$ cat config.mk
export PLATFORM = sky130hd
export DESIGN_NAME = wb_stage
export DESIGN_NICKNAME = d
export VERILOG_FILES = /design/src/rtl/rv_wb_pkg.sv /design/src/rtl/wb_stage_load_formatter.sv /design/src/rtl/wb_stage.sv
export SDC_FILE = /design/constraint.sdc
export NUM_CORES = 1
export LEC_CHECK = 0
export ABC_AREA = 1
export CORE_MARGIN = 2
export CORE_UTILIZATION = 45
export CTS_BUF_LIST = sky130_fd_sc_hd__clkbuf_4 sky130_fd_sc_hd__clkbuf_8
export CTS_CLUSTER_DIAMETER = 120
export DETAILED_ROUTE_END_ITERATION = 6
export PLACE_DENSITY_LB_ADDON = 0.3
export SKIP_CTS_REPAIR_TIMING = 1
export SLEW_MARGIN = 10
export SYNTH_ARGS = -nofsm -noshare
export SYNTH_HDL_FRONTEND = slang
export SYNTH_HIERARCHICAL = 1
export SYNTH_SLANG_ARGS = --single-unit
$ cat constraint.sdc
create_clock -name clk -period 1.54 [get_ports clk]
set_clock_uncertainty 0.15 [all_clocks]
set_input_delay 0.154 -clock clk [delete_from_list [all_inputs] [get_ports clk]]
set_output_delay 0.154 -clock clk [all_outputs]
set_load 0.005 [all_outputs]
$ cat src/rtl/rv_wb_pkg.sv
// Shared constants for the RV32I write-back stage: load funct3 encodings
// and the bit positions inside the CRT_WB control field.
package rv_wb_pkg;

    // Load width / sign encodings carried in funct3
    localparam logic [2:0] F3_LB  = 3'b000;
    localparam logic [2:0] F3_LH  = 3'b001;
    localparam logic [2:0] F3_LW  = 3'b010;
    localparam logic [2:0] F3_LBU = 3'b100;
    localparam logic [2:0] F3_LHU = 3'b101;

    // CRT_WB control bits
    localparam int WB_REGWRITE = 1;
    localparam int WB_MEMTOREG = 0;

endpackage

$ cat src/rtl/wb_stage_load_formatter.sv
// Combinational load formatter: picks the byte/half/word addressed by the
// low address bits out of the memory word, extends it, and flags
// misaligned accesses and funct3 values that are not loads.
module load_formatter
    import rv_wb_pkg::*;
#(
    parameter int DATA_W = 32
) (
    input  logic [DATA_W-1:0] rdata,
    input  logic [1:0]        off,
    input  logic [2:0]        funct3,
    output logic [DATA_W-1:0] data,
    output logic              err
);

    logic [7:0]  byte_sel;
    logic [15:0] half_sel;

    assign byte_sel = rdata[{off, 3'b000} +: 8];
    assign half_sel = rdata[{off[1], 4'b0000} +: 16];

    // Extension per width; a misaligned half still uses off[1] to pick its half
    always_comb begin
        data = rdata;
        err  = 1'b0;
        case (funct3)
            F3_LB:  data = {{(DATA_W-8){byte_sel[7]}}, byte_sel};
            F3_LBU: data = {{(DATA_W-8){1'b0}}, byte_sel};
            F3_LH: begin
                data = {{(DATA_W-16){half_sel[15]}}, half_sel};
                err  = off[0];
            end
            F3_LHU: begin
                data = {{(DATA_W-16){1'b0}}, half_sel};
                err  = off[0];
            end
            F3_LW:  err = (off != 2'b00);
            default: err = 1'b1;
        endcase
    end

endmodule

$ cat src/rtl/wb_stage.sv
// RV32I write-back stage: MEM/WB pipeline register, load formatting,
// register-file write port and retired-instruction counter. All outputs
// come from registered state only.
module wb_stage
    import rv_wb_pkg::*;
#(
    parameter int DATA_W = 32,
    parameter int CNT_W  = 32
) (
    input  logic              clk,
    input  logic              rst,
    input  logic              STALL,
    input  logic              FLUSH,
    input  logic              VALID_IN,
    input  logic [1:0]        CRT_WB_IN,
    input  logic [2:0]        FUNCT3_IN,
    input  logic [DATA_W-1:0] ALU_RESULT_IN,
    input  logic [DATA_W-1:0] READ_DATA_IN,
    input  logic [4:0]        RD_IN,
    output logic              REG_WE_OUT,
    output logic [4:0]        REG_WADDR_OUT,
    output logic [DATA_W-1:0] REG_WDATA_OUT,
    output logic              LOAD_ERR_OUT,
    output logic [CNT_W-1:0]  RETIRED_OUT
);

    // Flow control: VALID_IN marks an instruction offered by the memory
    // stage; it is taken at every edge without STALL. STALL holds the current
    // entry (it keeps writing the same value, retired once when it leaves);
    // FLUSH replaces the entry with a bubble and overrides STALL.

    logic              valid_q, valid_d;
    logic [1:0]        crt_wb_q, crt_wb_d;
    logic [2:0]        funct3_q, funct3_d;
    logic [DATA_W-1:0] alu_q, alu_d;
    logic [DATA_W-1:0] rdata_q, rdata_d;
    logic [4:0]        rd_q, rd_d;
    logic [CNT_W-1:0]  retired_q, retired_d;

    logic [DATA_W-1:0] fmt_data;
    logic              fmt_err;
    logic              load_err;

    // Next-state: flush clears, stall holds, otherwise capture; an entry retires as it leaves
    always_comb begin
        valid_d   = valid_q;
        crt_wb_d  = crt_wb_q;
        funct3_d  = funct3_q;
        alu_d     = alu_q;
        rdata_d   = rdata_q;
        rd_d      = rd_q;
        retired_d = retired_q;
        if (FLUSH) begin
            valid_d  = 1'b0;
            crt_wb_d = '0;
            funct3_d = '0;
            alu_d    = '0;
            rdata_d  = '0;
            rd_d     = '0;
        end else if (!STALL) begin
            valid_d  = VALID_IN;
            crt_wb_d = CRT_WB_IN;
            funct3_d = FUNCT3_IN;
            alu_d    = ALU_RESULT_IN;
            rdata_d  = READ_DATA_IN;
            rd_d     = RD_IN;
        end
        if (valid_q && (!STALL || FLUSH)) begin
            retired_d = retired_q + CNT_W'(1);
        end
    end

    // State register with synchronous reset
    always_ff @(posedge clk) begin
        if (rst) begin
            valid_q   <= 1'b0;
            crt_wb_q  <= '0;
            funct3_q  <= '0;
            alu_q     <= '0;
            rdata_q   <= '0;
            rd_q      <= '0;
            retired_q <= '0;
        end else begin
            valid_q   <= valid_d;
            crt_wb_q  <= crt_wb_d;
            funct3_q  <= funct3_d;
            alu_q     <= alu_d;
            rdata_q   <= rdata_d;
            rd_q      <= rd_d;
            retired_q <= retired_d;
        end
    end

    load_formatter #(
        .DATA_W(DATA_W)
    ) u_fmt (
        .rdata (rdata_q),
        .off   (alu_q[1:0]),
        .funct3(funct3_q),
        .data  (fmt_data),
        .err   (fmt_err)
    );

    assign load_err = valid_q & crt_wb_q[WB_MEMTOREG] & fmt_err;

    // Write port: x0 and faulting loads never write
    always_comb begin
        LOAD_ERR_OUT  = load_err;
        REG_WADDR_OUT = rd_q;
        REG_WDATA_OUT = crt_wb_q[WB_MEMTOREG] ? fmt_data : alu_q;
        REG_WE_OUT    = valid_q & crt_wb_q[WB_REGWRITE] & (rd_q != 5'd0) & ~load_err;
    end

    assign RETIRED_OUT = retired_q;

endmodule

==> results of run 1 <==
per-layer routing:
metal	vias to the layer above	global-route usage, %
met4	0	10.3
met3	67	4.87
met5	-	0
met2	339	40.9
met1	3065	38.0
li1	3278	-
worst reg2reg max path, delay by kind of cell, from the launching register on:
family | cells | cell delay [ns]
buffers and inverters | 2 | 0.26
DFF | 1 | 0.34
and+or+nand+nor | 7 | 0.86
sequential cells by signal, indices dropped and copies added (netlist names):
register	count
RETIRED_OUT	32
alu_q	32
rdata_q	32
REG_WADDR_OUT	5
funct3_q	3
crt_wb_q	2
valid_q	1
path summary, 6_finish.rpt:
path	startpoint	end	cells after the start	slack, ns
worst max-delay path	funct3_q[0]	REG_WDATA_OUT[24]	11	-0.59
worst min register to register	alu_q[15]	alu_q[15]	2	0.31
worst min-delay path	STALL	valid_q	3	0.08
worst max register to register	RETIRED_OUT[8]	RETIRED_OUT[26]	9	-0.18
where the power goes:
| part | internal, mW | leakage [nW] | switching [mW] |
|---|---|---|---|
| Clock | 0.664 | 0.0857 | 0.931 |
| Combinational | 0.480 | 3.61 | 0.433 |
| Sequential | 2.81 | 0.894 | 0.0513 |
| Total | 3.95 | 4.59 | 1.42 |
cell type report:
type,instances,area [µm²]
flip-flops and latches,107,2230
well taps,147,184
fillers,908,3050
multi-input cells,669,3420
clock buffers,13,160
repair buffers,287,2700
inverters,55,216
cell families after synthesis:
| logic type | Yosys count | share of synthesized area [%] |
|---|---|---|
| AND/OR/NAND/NOR | 556 | 42.3 |
| buffers and inverters | 97 | 7.38 |
| AO/OA/AOI/OAI | 109 | 10.6 |
| XOR/XNOR | 2 | 0.320 |
| adder cells (fa/ha/maj) | 1 | 0.229 |
| flip-flops | 107 | 39.1 |
layout by cell type (no fill, tap or decap), types with 2 or more instances in the layout:
cell type        synthesis  routed
dfxtp_1                107      66
nand3_2                  7      25
buf_4                    0     104
o21ai_1                  0       6
nor2_2                   8       6
buf_6                    3      19
o21ai_0                 13       4
nand3_1                 62      37
nand4_1                  8       8
inv_1                   50      43
nor2_1                  68      50
inv_2                    3       8
o21a_1                   2       2
nand2_2                  3      24
a21oi_1                 85      84
o211ai_1                 3       3
nor3_1                   7       6
dfxtp_4                  0      16
or2_1                    3       3
inv_4                    0       2
a211oi_1                 4       3
clkbuf_4                 0       3
clkbuf_2                 0      18
dlymetal6s2s_1           0      38
nand3_4                  0       8
xor2_1                   2       2
o21ai_2                  0       3
nand2_1                378     349
or2_2                    6       6
nor2_4                   2      22
buf_12                   0      12
dfxtp_2                  0      25
buf_2                   14      17
clkbuf_8                 0      10
nand2_4                  0       8
clkdlybuf4s50_1          0      77
==> out/results.tsv, run 1 <==
stage	metric	value	unit
placement	# port buffers	149	
placement	DP Wirelength	12800	µm
synthesis	most numerous cell in the Yosys netlist	nand2_1	
setup_path	WS Path Type	register to output pin	
drt	initial DRC count	664	
clock_tree	TritonCTS clock tree	built	
synthesis	Synth Warn #	6	
synthesis	Synth area leaders	dfxtp_1, nand2_1, a21oi_1	
synthesis	Synth top area share	39.1	%
clock_tree	clk slew on worst S/H paths	0.09	ns
drt	DR DRC count	0	
setup_path	nature of the critical path endpoint	output pin	
outcome	status	finished with violations	
floorplan	I/O Pins	150	
clock_tree	CTS Buf Count	9	
setup_path	slowest CP cell	dfxtp_4	
sta	Rel. slew slack	77.6	%
sta	Final period util	138	%
floorplan	row cnt	40	
power	Power Density	602	nW/µm²
synthesis	Synth Register Bits	107	
synthesis	register area share after synthesis	39.1	%
sta	setup violators final	48	
layout	fin cells	1278	
power	Final Power	5.37	mW
sta	post-route setup TNS	-17.28	ns
drt	met3 routed WL	1590	µm
layout	final core occ	74.5	%
layout	ANT cells	0	
sta	WHS	0.0762	ns
drt	DR WL met2	9300	µm
synthesis	area leader, netlist	dfxtp_1	
synthesis	Syn Area/Cell	6.28	µm²
synthesis	cell count after synthesis	872	
synthesis	Post-Syn Area	5470	µm²
hold_path	worst hold path class	input pin to register	
global_route	total gr overflow	0	
sta	min Tclk post-route	2.13	ns
drt	antenna-violating nets left	0	
synthesis	Main synth FF type	dfxtp_1	
clock_tree	Clock Latency Late Sink	0.38	ns
layout	fraction of layout cells with a size suffix above 1	30.5	%
layout	area grow syn2layout	62.9	%
setup_path	critical path required time	1.24	ns
drt	Vias	6749	
placement	Placed Area	7770	µm²
global_route	vias in the first global route	5840	
placement	Placed Instances	1220	
power	worst vdd ir	0.676	mV
layout	Final Instance Area	8910	µm²
outcome	failing checks	setup timing	
synthesis	Synth async-reset ratio	0	%
sta	Fmax	470	MHz
layout	nets	1209	
setup_path	CP startpoint kind	register	
global_route	gr usage total	26.9	%
setup_path	CP bufs+invs	5	
global_route	largest net degree at the start of global routing	72	
power	Leak	4.59	nW
clock_tree	htree depth	3	
sta	Slew Limit Fails	0	
clock_tree	CTS root buf	clkbuf_8	
setup_path	crit-path leading delay family	buffers and inverters	
floorplan	Starting Density	45.8	%
sta	Worst-Margin Slew	0.333	ns
placement	RePlAce Congestion	0.996	
synthesis	post-synthesis net count	952	
drt	Top Metal Used	met4	
setup_path	max incr delay on CP	0.38	ns
synthesis	Post-synth top cells	nand2_1, dfxtp_1, a21oi_1	
sta	Final WS setup	-0.590	ns
drt	drt first pass iters	5	
floorplan	CORE AREA	12000	µm²
floorplan	Die X	114	µm
run	Max-Cap Viols	0	
setup_path	CP Cell Sequence	nor2_4, inv_2, nor2_4, nand3_4, buf_6, buf_8, buf_6, nand3_2, nand2_1, nand2_1, clkbuf_2	
setup_path	Crit path arrival time	1.83	ns
placement	worst slack at placement	-0.451	ns
floorplan	Vert. Die Dim	114	µm
global_route	number of antenna violations at the first check in global routing	0	
synthesis	Post-synth EDFFs	0	
setup_path	CP max FO	8	
drt	final wirelength	20100	µm
drt	M1 WL	8610	µm
floorplan	Die ar.	13100	µm²
sta	RSZ-0062 raised after global routing	yes	
drt	mean routed wirelength per cell	15.7	µm
global_route	first-pass GRT wire length	28100	µm
synthesis	post-synth cell types	32	
clock_tree	clock sink total	107	
clock_tree	Bufs on Longest Clock Path	2	
sta	Final Hold Fails	0	
drt	vias per cell	5.28	
Power figures use the tool's default switching activity.
==> inputs of run 2 (changes only) <==
Settings changed: CTS_CLUSTER_SIZE set to 30.
Clock period 1.54 ns to 2.2 ns, I/O delays scaled along.
==> out/results.tsv, run 2 (synthesis gave the netlist of run 1 again) <==
stage	metric	value	unit
global_route	first-pass GRT wire length	26500	µm
drt	Vias	5986	
sta	post-route setup TNS	-3.93	ns
setup_path	max incr delay on CP	0.51	ns
clock_tree	clk slew on worst S/H paths	0.10	ns
drt	vias per cell	5.09	
setup_path	CP startpoint kind	register	
drt	drt first pass iters	6	
outcome	failing checks	setup timing	
drt	initial DRC count	659	
floorplan	Vert. Die Dim	114	µm
sta	min Tclk post-route	2.51	ns
placement	# port buffers	149	
setup_path	CP bufs+invs	3	
setup_path	critical path required time	1.83	ns
sta	Rel. slew slack	53.5	%
floorplan	CORE AREA	12000	µm²
power	worst vdd ir	0.339	mV
layout	ANT cells	0	
drt	final wirelength	16400	µm
sta	Slew Limit Fails	0	
layout	final core occ	63.1	%
floorplan	I/O Pins	150	
clock_tree	TritonCTS clock tree	built	
power	Leak	3.27	nW
setup_path	WS Path Type	register to output pin	
placement	DP Wirelength	11700	µm
layout	most frequent cells in the layout	nand2_1, clkdlybuf4s50_1, dfxtp_1	
drt	DR DRC count	0	
clock_tree	CTS Buf Count	9	
clock_tree	htree depth	3	
layout	commonest non-fill, non-tap cell in the layout	nand2_1	
global_route	total gr overflow	0	
clock_tree	Bufs on Longest Clock Path	2	
setup_path	slowest CP cell	clkdlybuf4s50_1	
setup_path	crit-path leading delay family	buffers and inverters	
placement	RePlAce Congestion	0.978	
floorplan	Starting Density	45.8	%
sta	RSZ-0062 raised after global routing	yes	
layout	nets	1103	
sta	Final period util	114	%
sta	Final WS setup	-0.312	ns
setup_path	nature of the critical path endpoint	output pin	
layout	area grow syn2layout	38.0	%
sta	Final Hold Fails	0	
sta	WHS	0.0522	ns
global_route	largest net degree at the start of global routing	76	
clock_tree	CTS root buf	clkbuf_8	
floorplan	Die ar.	13100	µm²
setup_path	CP most frequent cell	nand2_1	
hold_path	worst hold path class	input pin to register	
floorplan	Die X	114	µm
global_route	number of antenna violations at the first check in global routing	0	
sta	Worst-Margin Slew	0.698	ns
layout	filler instances	1119	
clock_tree	clock sink total	107	
clock_tree	Clock Latency Late Sink	0.37	ns
global_route	gr usage total	25.1	%
layout	fraction of layout cells with a size suffix above 1	9.24	%
power	Power Density	491	nW/µm²
setup_path	CP max FO	16	
sta	setup violators final	20	
sta	Fmax	398	MHz
drt	mean routed wirelength per cell	14.0	µm
floorplan	row cnt	40	
run	Max-Cap Viols	0	
setup_path	Crit path arrival time	2.14	ns
drt	antenna-violating nets left	0	
setup_path	CP Cell Sequence	buf_12, o21ai_1, buf_4, nand2_1, nand3_1, nand2_1, nand2_1, clkdlybuf4s50_1	
outcome	status	finished with violations	
global_route	vias in the first global route	5390	
-- run 2: cell type report --
class                   instances  area (µm²)  share of cell area, %
clock buffers                  12         159                   2.10
flip-flops and latches        107        2150                   28.5
inverters                      55         213                   2.82
multi-input cells             669        3000                   39.7
well taps                     147         184                   2.43
repair inverters                1        5.00                 0.0663
repair buffers                180        1810                   24.0
clock inverters                 4        25.0                  0.331
-- run 2: final timing paths --
kind,start,to,slack (ns),cells after the start
setup reg to reg,RETIRED_OUT[0],RETIRED_OUT[30],0.45,8
hold reg to reg,alu_q[3],alu_q[3],0.32,2
setup / recovery,alu_q[1],REG_WDATA_OUT[0],-0.31,8
hold / removal,STALL,REG_WADDR_OUT[3],0.05,3
-- run 2: stage by stage --
stage	cell area (µm²)	instances	total power, mW	worst slack, ns
5_1_grt	7550	1175	3.87	-0.367
4_1_cts	7370	1167	3.71	-0.369
3_5_place_dp	7190	1151	2.58	0.0510
6_report	7550	1175	3.71	-0.312
3_3_place_gp	7190	1151	2.57	0.0631
2_1_floorplan	5470	872	2.29	0.671
-- run 2: worst register-to-register path, cell delays in order, from the launching register on --
cell     delay, ns
dfxtp_1       0.41
ha_1          0.17
inv_1         0.05
nor2_2        0.22
nand2_1       0.10
nor2_1        0.19
nand3_1       0.14
o21ai_0       0.17
nor2_1        0.05
-- run 2: routing by layer --
| metal | share of wire, % | vias to the layer above | global-route usage, % |
|---|---|---|---|
| met1 | 47 | 2682 | 36.1 |
| li1 | - | 3058 | - |
| met4 | 1.1 | 0 | 7.07 |
| met2 | 44 | 233 | 38.5 |
| met5 | 0 | - | 0 |
| met3 | 7.9 | 13 | 4.55 |
-- run 2: power by group --
part	switching, mW	total (mW)	internal [mW]
logic	0.253	0.530	0.277
clock network	0.678	1.16	0.484
registers	0.0380	2.02	1.98
total	0.968	3.71	2.74
==> RTL edit 1 (config.mk and constraints of run 2) <==
Take the reset off `rdata_q` and `rd_q` and load them in a clocked block of their own.
--- a/src/rtl/wb_stage.sv
+++ b/src/rtl/wb_stage.sv
@@ -77,18 +77,19 @@
             crt_wb_q  <= '0;
             funct3_q  <= '0;
             alu_q     <= '0;
-            rdata_q   <= '0;
-            rd_q      <= '0;
             retired_q <= '0;
         end else begin
             valid_q   <= valid_d;
             crt_wb_q  <= crt_wb_d;
             funct3_q  <= funct3_d;
             alu_q     <= alu_d;
-            rdata_q   <= rdata_d;
-            rd_q      <= rd_d;
             retired_q <= retired_d;
         end
+    end
+
+    always_ff @(posedge clk) begin
+        rdata_q <= rdata_d;
+        rd_q    <= rd_d;
     end
 
     load_formatter #(
Formal check against the unedited RTL: not equivalent (Yosys sat finds a counterexample within 4 cycles, from zero or initial values and one cycle with rst high).
==> RTL edit 1 against run 2 <==
The run still ends with negative setup slack left. Setup slack better by 52 ps. Synthesized area down 0.78%. Critical path depth rose by 1. Sequential cell count unchanged. Design area down 0.78%. Power grew 4.8%. Routed wire length increased by 1.3%. Count of clock-buffer cells in the layout stayed put. Non-clock buffer count fell by 2. Global-route usage increased by 0.21 points. Largest power group unchanged.
==> RTL edit 1: results (changes against run 2) <==
| Metric | Value |
|---|---|
| DRT met1 WL | 7.66 mm (was 7.75 mm) |
| Power Combinational | 633 µW (was 530 µW) |
| Register area | 0.00216 mm² (was 0.00215 mm²) |
| Vias per cell | 5.09 (about the same) |
| Failing checks | negative setup slack (unchanged) |
| Setup violations, final | 16 (was 20) |
| Non-Filler Instances | 1,166 (was 1,175) |
| Met2 GRT Util | 0.404 (was 0.385) |
| CP Launch Point | alu_q[0] (was alu_q[1]) |
| Synth area leaders | dfxtp_1, nand2_1, nor2_1 (was dfxtp_1, nand2_1, a21oi_1) |
| Reg-to-Reg End | RETIRED_OUT[28] (was RETIRED_OUT[30]) |
| Final GP Congestion | 0.916 (was 0.978) |
| Non-clk invs | 61 (was 56) |
| Die width | 114 µm (about the same) |
| Outcome | complete, but fails checks (unchanged) |
| First-pass GRT wire length | 26.3 mm (was 26.5 mm) |
| Drt wl/cell | 14.3 µm (was 14.0 µm) |
| Hold EP | alu_q[6] (was REG_WADDR_OUT[3]) |
| Final worst slack | -261 ps (was -312 ps) |
| Largest net degree at the start of global routing | 68 (was 76) |
| Non-clock buffer count | 178 (was 180) |
| Number of global-route vias before repair | 5,245 (was 5,390) |
| Initial drt markers | 473 (was 659) |
| Met3 Usage GRT | 0.0478 (was 0.0455) |
| Post-route core utilization | 0.629 (was 0.631) |
| Cell count after synthesis | 866 (was 872) |
| Worst slew pin tran | 635 ps (was 698 ps) |
| ClkCell Share | 0.0255 (was 0.0243) |
| Pre-CTS setup slack | 39.1 ps (was 51.0 ps) |
| #MultiIn Comb | 657 (was 669) |
| Sequential power share | 0.533 (was 0.544) |
| Drt pass-1 iters | 5 (was 6) |
| Maximum vdd drop | 0.286 mV (was 0.339 mV) |
| Worst hold path depth | 2 (was 3) |
| Distinct cell type count after synthesis | 35 (was 32) |
| Worst setup path end | REG_WDATA_OUT[0] (unchanged) |
| Hpwl dp | 12.2 mm (was 11.7 mm) |
| Met3 WL post-DR | 1.30 mm (was 1.31 mm) |
| Placed cells | 1,145 (was 1,151) |
| TNS Setup | -2640 ps (was -3930 ps) |
| Syn Nets | 946 (was 952) |
| Fill cell count | 1,116 (was 1,119) |
| Sequential fraction of the synthesis area | 0.394 (was 0.391) |
| GR Util All Layers | 0.253 (was 0.251) |
| Met2 wire length | 7.51 mm (was 7.20 mm) |
| Hold_ws | 64.8 ps (was 52.2 ps) |
| Share of layout cells above drive strength 1 | 0.0913 (was 0.0924) |
| Grt met1 use | 0.353 (was 0.361) |
| Signal buffers share of area | 0.239 (was 0.240) |
| Cell-internal power | 2.83 mW (was 2.74 mW) |
| Placed inst area | 0.00712 mm² (was 0.00719 mm²) |
| CP max FO | 4 (was 16) |
| Area of the multi-input gates | 0.00294 mm² (was 0.00300 mm²) |
| Leakage power | 3.34 nW (was 3.27 nW) |
| Post-synth top cells | nand2_1, nor2_1, dfxtp_1, nand3_1, inv_1 (was nand2_1, dfxtp_1, a21oi_1, nor2_1, nand3_1) |
| Cell Pwr Density | 519 mW/mm² (was 491 mW/mm²) |
| R2r setup slk | 430 ps (was 450 ps) |
==> RTL edit 1: changes by cell type after synthesis, sizes merged, moves of 2 or more <==
cell and delta:
a211oi -3, a21oi -34, buf -8, clkbuf +7, inv +6, nand2 -89
nand3 -2, nand4 +2, nor2 +71, nor3 -3, o21ai +45
==> RTL edit 1: cells by family (layout without fill, tap and decap cells) <==
logic type | count (synthesis) | after routing | synth area share
AO/OA/AOI/OAI | 119 | 119 | 0.116
XOR/XNOR | 3 | 3 | 0.00484
AND/OR/NAND/NOR | 534 | 534 | 0.407
adder cells (fa/ha/maj) | 1 | 1 | 0.00230
buffers and inverters | 102 | 255 | 0.0756
flip-flops | 107 | 107 | 0.394
==> RTL edit 1: worst max-delay path: stages (launching register included) <==
cell             delay, ps
dfxtp_1                340
inv_1                   90
nor2_1                 260
o21ai_0                120
buf_4                  160
nand2_1                 70
nand3_1                 90
nand2_1                 80
nand2_1                 80
clkdlybuf4s50_1        450
==> RTL edit 2 (flow settings as in run 2) <==
Without the edit above. `DATA_W` is set to 32 in 2 places; all go to 36.
--- a/src/rtl/wb_stage_load_formatter.sv
+++ b/src/rtl/wb_stage_load_formatter.sv
@@ -4,7 +4,7 @@
 module load_formatter
     import rv_wb_pkg::*;
 #(
-    parameter int DATA_W = 32
+    parameter int DATA_W = 36
 ) (
     input  logic [DATA_W-1:0] rdata,
     input  logic [1:0]        off,
--- a/src/rtl/wb_stage.sv
+++ b/src/rtl/wb_stage.sv
@@ -4,7 +4,7 @@
 module wb_stage
     import rv_wb_pkg::*;
 #(
-    parameter int DATA_W = 32,
+    parameter int DATA_W = 36,
     parameter int CNT_W  = 32
 ) (
     input  logic              clk,
Interface: changed (resized ALU_RESULT_IN, READ_DATA_IN and REG_WDATA_OUT); port bits go from 150 to 162. The function was not compared with the original's and may differ.
==> RTL edit 2 against run 2 <==
The run still ends with negative setup slack left. Critical endpoint is now REG_WDATA_OUT[31]. Setup slack better by 20 ps. Power up 30%. Non-clock buffer count rose by 20. Sequential cell count grew 8. Die area is 9.9% higher. Synthesized area grew 10%. Sequential share of layout area decreased by 1.4 points. Largest power group unchanged. Routed wire length increased by 15%. Design area grew 13%.
==> RTL edit 2: results (changes against run 2) <==
| Metric | Value |
|---|---|
| Leakage power | 3.74 nW (was 3.27 nW) |
| Area of the multi-input gates | 0.00336 mm² (was 0.00300 mm²) |
| Final worst slack | -292 ps (was -312 ps) |
| Synth Area in Adders | 0.00207 (was 0.00229) |
| First-pass GRT wire length | 30.0 mm (was 26.5 mm) |
| Clk slew on worst S/H paths | 70 ps (was 100 ps) |
| Non-clk invs | 62 (was 56) |
| Maximum vdd drop | 0.326 mV (was 0.339 mV) |
| Syn avg cell area | 6.36 µm² (was 6.28 µm²) |
| Final GP Congestion | 0.996 (was 0.978) |
| Drt wl/cell | 14.5 µm (was 14.0 µm) |
| Post-synth top cells | nand2_1, dfxtp_1, a21oi_1, nand3_1, inv_1 (was nand2_1, dfxtp_1, a21oi_1, nor2_1, nand3_1) |
| Setup violations, final | 17 (was 20) |
| TritonCTS buffer count | 17 (was 9) |
| I/O Buffers | 161 (was 149) |
| Failing checks | negative setup slack (unchanged) |
| Outcome | complete, but fails checks (unchanged) |
| Drt pass-1 iters | 5 (was 6) |
| Vias per cell | 5.09 (about the same) |
| Hpwl dp | 13.5 mm (was 11.7 mm) |
| Synth Area in XOR/XNOR | 0 (was 0.00320) |
| Distinct cell type count after synthesis | 35 (was 32) |
| Starting density of the core | 0.457 (was 0.458) |
| Clock sinks | 115 (was 107) |
| Data arrival, critical path | 2120 ps (was 2140 ps) |
| Non-clock buffer count | 200 (was 180) |
| Synth area leaders | dfxtp_1, nand2_1, a21oi_1 (unchanged) |
| Worst setup path end | REG_WDATA_OUT[31] (was REG_WDATA_OUT[0]) |
| Met3 WL post-DR | 1.10 mm (was 1.31 mm) |
| Switching power total | 1.20 mW (was 968 µW) |
| Hold EP | funct3_q[0] (was REG_WADDR_OUT[3]) |
| CLK BUF | 20 (was 12) |
| Layout Nets | 1,204 (was 1,103) |
| Largest net degree at the start of global routing | 49 (was 76) |
| Reg-to-reg critical path startpoint | valid_q (was RETIRED_OUT[0]) |
==> RTL edit 2: cell count changes after synthesis, moves of 4 or more <==
cell | run 2 | this run
a21oi_1 | 85 | 97
buf_1 | 4 | 0
buf_2 | 14 | 20
dfxtp_1 | 107 | 115
inv_1 | 50 | 57
nand2_1 | 378 | 398
nand3_1 | 62 | 77
nor2_1 | 68 | 54
nor2_2 | 8 | 12
nor2_4 | 2 | 7
o21ai_0 | 13 | 18
==> RTL edit 2: layer usage <==
| metal | vias up | global-route usage |
|---|---|---|
| met2 | 241 | 0.434 |
| met4 | 0 | 0.119 |
| met5 | - | 0 |
| li1 | 3354 | - |
| met3 | 52 | 0.0547 |
| met1 | 2995 | 0.336 |
==> RTL edit 2: worst min-delay path, cell delays in order <==
cell and delay (ps):
clkdlybuf4s50_1 400, nand2_1 60, a21oi_1 50
